## config.mk

```make
export PLATFORM = sky130hd
export DESIGN_NAME = hex_entry_input
export DESIGN_NICKNAME = d
export VERILOG_FILES = /design/src/rtl/hex_entry_input.sv
export SDC_FILE = /design/constraint.sdc
export NUM_CORES = 1
export LEC_CHECK = 0
export ABC_CLOCK_PERIOD_IN_PS = 2250
export CELL_PAD_IN_SITES_DETAIL_PLACEMENT = 2
export CELL_PAD_IN_SITES_GLOBAL_PLACEMENT = 2
export CORE_AREA = 4 4 133 135
export CTS_BUF_LIST = sky130_fd_sc_hd__clkbuf_4 sky130_fd_sc_hd__clkbuf_8
export DETAILED_ROUTE_END_ITERATION = 10
export DIE_AREA = 0 0 137 139
export GPL_ROUTABILITY_DRIVEN = 0
export PLACE_DENSITY_LB_ADDON = 0.1
export SETUP_SLACK_MARGIN = 0.02
export SLEW_MARGIN = 10
export SYNTH_ARGS = -nofsm -noshare
export SYNTH_HDL_FRONTEND = slang
export SYNTH_SLANG_ARGS = --single-unit
```

## constraint.sdc

```tcl
create_clock -name clk -period 2.25 [get_ports clk]
set_input_delay 0.45 -clock clk [delete_from_list [all_inputs] [get_ports clk]]
set_output_delay 0.45 -clock clk [all_outputs]
set_load 0.01 [all_outputs]
```

## src/rtl/hex_entry_input.sv

```systemverilog
// hex_entry_input: debounced switch/button hex word entry with valid/ready output.
// Ports: clk, reset (async active-low), sw, btn_push/clr/enter, data_ready -> data_out, data_valid, preview, digit_cnt.
module hex_entry_input #(
   parameter int DB_CYCLES = 1000000,
   parameter int DB_W      = 20
) (
   input  logic        clk,
   input  logic        reset,
   input  logic [3:0]  sw,
   input  logic        btn_push,
   input  logic        btn_clr,
   input  logic        btn_enter,
   input  logic        data_ready,
   output logic [31:0] data_out,
   output logic        data_valid,
   output logic [31:0] preview,
   output logic [3:0]  digit_cnt
);

   localparam logic [DB_W-1:0] DB_LAST = DB_W'(DB_CYCLES - 1);

   typedef enum logic {EDIT, HOLD} state_t;

   state_t          state;
   logic [3:0]      sw_s1, sw_s2;
   logic [2:0]      btn_raw, btn_s1, btn_s2;
   logic [2:0]      db_lvl, db_lvl_d, pulse;
   logic [DB_W-1:0] db_cnt [3];
   logic            push_p, clr_p, enter_p;

   // bit 0 push, bit 1 clear, bit 2 enter
   assign btn_raw = {btn_enter, btn_clr, btn_push};
   assign push_p  = pulse[0];
   assign clr_p   = pulse[1];
   assign enter_p = pulse[2];

   always_ff @(posedge clk or negedge reset) begin
      if (!reset) begin
         sw_s1  <= '0;
         sw_s2  <= '0;
         btn_s1 <= '0;
         btn_s2 <= '0;
      end else begin
         sw_s1  <= sw;
         sw_s2  <= sw_s1;
         btn_s1 <= btn_raw;
         btn_s2 <= btn_s1;
      end
   end

   // Level is accepted only after DB_CYCLES consecutive differing samples;
   // any agreeing sample restarts the count.
   always_ff @(posedge clk or negedge reset) begin
      if (!reset) begin
         for (int i = 0; i < 3; i++) db_cnt[i] <= '0;
         db_lvl   <= '0;
         db_lvl_d <= '0;
         pulse    <= '0;
      end else begin
         for (int i = 0; i < 3; i++) begin
            if (btn_s2[i] == db_lvl[i]) begin
               db_cnt[i] <= '0;
            end else if (db_cnt[i] == DB_LAST) begin
               db_lvl[i] <= btn_s2[i];
               db_cnt[i] <= '0;
            end else begin
               db_cnt[i] <= db_cnt[i] + 1'b1;
            end
         end
         db_lvl_d <= db_lvl;
         pulse    <= db_lvl & ~db_lvl_d;
      end
   end

   always_ff @(posedge clk or negedge reset) begin
      if (!reset) begin
         state      <= EDIT;
         data_out   <= '0;
         data_valid <= 1'b0;
         preview    <= '0;
         digit_cnt  <= '0;
      end else begin
         unique case (state)
            EDIT: begin
               if (clr_p) begin
                  preview   <= '0;
                  digit_cnt <= '0;
               end else if (enter_p) begin
                  data_out   <= preview;
                  data_valid <= 1'b1;
                  state      <= HOLD;
               end else if (push_p) begin
                  preview <= {preview[27:0], sw_s2};
                  if (digit_cnt != 4'd8) digit_cnt <= digit_cnt + 4'd1;
               end
            end
            HOLD: begin
               // push/enter are dropped here; clear only edits the preview
               if (clr_p) begin
                  preview   <= '0;
                  digit_cnt <= '0;
               end
               if (data_ready) begin
                  data_valid <= 1'b0;
                  state      <= EDIT;
               end
            end
            default: state <= EDIT;
         endcase
      end
   end

endmodule

```

==> results of run 1 <==
==> layout make-up <==
| class | count | area (µm²) | area share, % |
|---|---|---|---|
| Sequential cell | 153 | 3830 | 48.6 |
| Multi-Input combinational cell | 331 | 2350 | 29.9 |
| Timing Repair Buffer | 96 | 957 | 12.2 |
| Clock buffer | 22 | 284 | 3.61 |
| Tap cell | 220 | 275 | 3.50 |
| Clock inverter | 9 | 123 | 1.56 |
| Inverter | 14 | 52.6 | 0.668 |
==> critical path: stages, from the launching register on <==
cell and delay (ns):
dfrtp_1 0.42, or4b_1 0.52, or4_1 0.57, o31ai_2 0.24
buf_4 0.25, nor2_1 0.07
==> state kept, by name, summed over array words and instances, names as in the netlist, 3 cells and up <==
register   count
data_out      32
preview       32
db_cnt        60
pulse          3
btn_s1         3
db_lvl_d       3
db_lvl         3
btn_s2         3
digit_cnt      4
sw_s1          4
sw_s2          4
==> power groups by stage <==
stage / Sequential (µW) / Clock [µW] / Combinational [µW]
floorplan: 2840 / 0 / 42.3
global placement: 2850 / 0 / 140
detailed placement: 2850 / 0 / 145
CTS: 2790 / 2230 / 148
global route: 2800 / 2360 / 162
finish: 2790 / 2160 / 140
==> cells in the final DEF, fill, tap and decap left out, drive strengths merged, types with 2 or more instances in the layout <==
master         synthesis  routed
ha                     5       5
or4                    7       7
a21oi                 11      11
clkdlybuf4s50          0      77
buf                    5      18
nor2                  61      61
xnor2                 32      32
nor4                  14      14
nand2                 18      18
or3                    3       3
inv                   14      14
nor3                  11      11
nor4b                  3       3
and3                   5       5
o31ai                  6       6
xor2                  16      16
clkbuf                15      22
mux2                  35      35
dfrtp                153     153
or4b                   4       4
o21ai                  6       6
nor3b                  2       2
a22o                  32      32
bufinv                 0       3
nand4                 17      17
nand3                 24      24
mux2i                  2       2
nor2b                  3       3
clkinv                 0       5
a21o                   2       2
and4                   5       5
==> through the flow <==
stage / hold WS (ns) / std cells / cell area [µm²]
after CTS: 0.357 / 845 / 7860
after global routing: 0.364 / 845 / 7870
after detailed placement: 0.337 / 813 / 7450
after floorplan: 0.154 / 518 / 6300
final: 0.354 / 845 / 7870
after global placement: 0.334 / 813 / 7450
==> Yosys cell counts (all sizes together) <==
| master | count |
|---|---|
| dfrtp | 153 |
| nor2 | 61 |
| mux2 | 35 |
| a22o | 32 |
| xnor2 | 32 |
| nand3 | 24 |
| nand2 | 18 |
| nand4 | 17 |
| xor2 | 16 |
| clkbuf | 15 |
| inv | 14 |
| nor4 | 14 |
| a21oi | 11 |
| nor3 | 11 |
| or4 | 7 |
| o21ai | 6 |
| o31ai | 6 |
| and3 | 5 |
| and4 | 5 |
| buf | 5 |
| ha | 5 |
| or4b | 4 |
| nor2b | 3 |
| nor4b | 3 |
| or3 | 3 |
| a21o | 2 |
| mux2i | 2 |
| nor3b | 2 |
| a31o | 1 |
| a41oi | 1 |
| nand2b | 1 |
| nand3b | 1 |
| nor4bb | 1 |
| o2111ai | 1 |
| o21bai | 1 |
==> metal layers <==
metal  share of wire, %  vias to the layer above
li1                   -                     2030
met1                 43                     2320
met2                 53                       61
met3                3.1                       13
met4               0.95                        0
met5                  0                        -
==> worst max-delay path by stage <==
| stage | slack (ns) | cells after the start | endpoint |
|---|---|---|---|
| final | 0.06 | 5 | db_cnt[55] |
| after detailed placement | 0.08 | 4 | db_lvl[0] |
| after global placement | 0.13 | 5 | db_cnt[48] |
| after floorplan | 0.21 | 4 | db_lvl[0] |
| after CTS | 0.05 | 4 | db_lvl[0] |
| after global routing | 0.02 | 5 | db_cnt[59] |
==> what timing repair did <==
item,in CTS,in global routing
endpoints found under the hold margin,49,0
endpoints found under the setup margin,0,2
hold buffers,1,0
resized for setup,0,2
==> cell families after synthesis <==
family	after synthesis	share of synthesized area, %
xor+xnor	48	6.67
simple gates	180	15.2
flops	153	60.8
mux	37	6.58
fa+ha+maj	5	0.993
compound gates	61	7.67
buf+inv	34	2.13
==> impl_metrics.json, run 1 <==
{
  "crit_path_max_fanout": 13,
  "p_int_uw": 4000,
  "relSlewSlack_pct": 53.9,
  "clk_pin_slew_ns": 0.08,
  "clockPowerShare_pct": 42.4,
  "r2r_slack_ns": 0.06,
  "clock_path_buffers": 2,
  "cp.required_ns": 2.58,
  "synth_warnings": 0,
  "pwr-share-comb_pct": 2.8,
  "vias": 4424,
  "postSynthAreaPerCell_um2": 12.2,
  "wire_per_inst_um": 19.1,
  "worst_r2r_path_depth": 5,
  "grt_util_met1_pct": 21.8,
  "holdPathEnd": "sw_s2[0]",
  "syn2layout_area_growth_pct": 25.0,
  "p_seq_share_pct": 54.8,
  "yosysSeqAreaShare_pct": 60.8,
  "cts_max_level": 4,
  "layout-drive-gt1-share_pct": 15.0,
  "hold_path.class": "reg2reg",
  "num_antenna_cells": 0,
  "clk_latency_ns": 0.44,
  "rows": 47,
  "antenna_found_initial": 0,
  "power_uw": 5090,
  "grt_pass1_vias": 5023,
  "cts.sinks": 153,
  "setup_viol": 0,
  "dieArea_um2": 19000,
  "drtIter0Drc": 121,
  "post-route-period-util_pct": 97.1,
  "overflow": 0,
  "core_area_um2": 16500,
  "maxSlewViolCount": 0,
  "cts_buffers": 17,
  "die_w_um": 137,
  "drtPass1Iterations": 4,
  "setup-tns-final_ns": 0,
  "power.leakage_uw": 0.00341,
  "p_sw_uw": 1100,
  "crit_type": "reg2reg",
  "synth_area_leaders": "dfrtp_1, mux2_2, a22o_1",
  "whs_path_depth": 0,
  "status": "finished, final reports clean",
  "crit_path_start_kind": "flop",
  "end_kind": "flop",
  "place.port_buffers": 78,
  "syn_inst": 518,
  "hold_viol": 0,
  "fin_skew_ns": 0.0113,
  "final_util_pct": 47.8,
  "synth_top_cell_by_area": "dfrtp_1",
  "timing.rr.end": "db_cnt[55]",
  "final_nets": 628,
  "grt_pass1_wl_mm": 26.9,
  "use_met3_pct": 3.74,
  "cts_tree": "done",
  "post_cts_buffers": 0,
  "vdd_ir_drop_max_mv": 0.334,
  "grt_use_met2_pct": 31.5,
  "worst_slew_pin_slew_ns": 0.685,
  "hpwl_mm": 11.3,
  "hold_path_startpoint": "sw_s1[0]",
  "rsz0062_at_grt": "false",
  "crit_arrival_ns": 2.52,
  "busiest_layer": "met2",
  "dp_slack_ns": 0.0757,
  "cap_violations": 0,
  "max_freq_mhz": 458,
  "grt_start_max_net_pins": 53,
  "synth-seq-cells": 153,
  "die_height_um": 139,
  "wl_mm": 16.2,
  "vias_per_cell": 5.24,
  "pwr_density_cell_nw_per_um2": 647,
  "period_needed_ns": 2.19,
  "io_pins": 79,
  "r2r-start": "db_cnt[55]",
  "synthDistinctLibCells": 41,
  "nFillCells": 1633,
  "final_antenna_net_count": 0,
  "syn_nets": 533,
  "timing.final.ws_setup_ns": 0.0645,
  "grt_util_all_layers_pct": 17.8,
  "synth_top_cell_area_share_pct": 60.8,
  "netSwitchingFraction_pct": 21.5,
  "critPathLaunch": "db_cnt[55]",
  "syn-cell-area_um2": 6300,
  "root_buffer": "clkbuf_8",
  "start_util_pct": 38.3,
  "drc": 0
}
Power figures use the tool's default switching activity.
==> run 2, diff against run 1 <==
CAP_MARGIN = 20   (was not set)
==> results of run 2 <==
Final layout, timing and power as in run 1 (identical DEF).
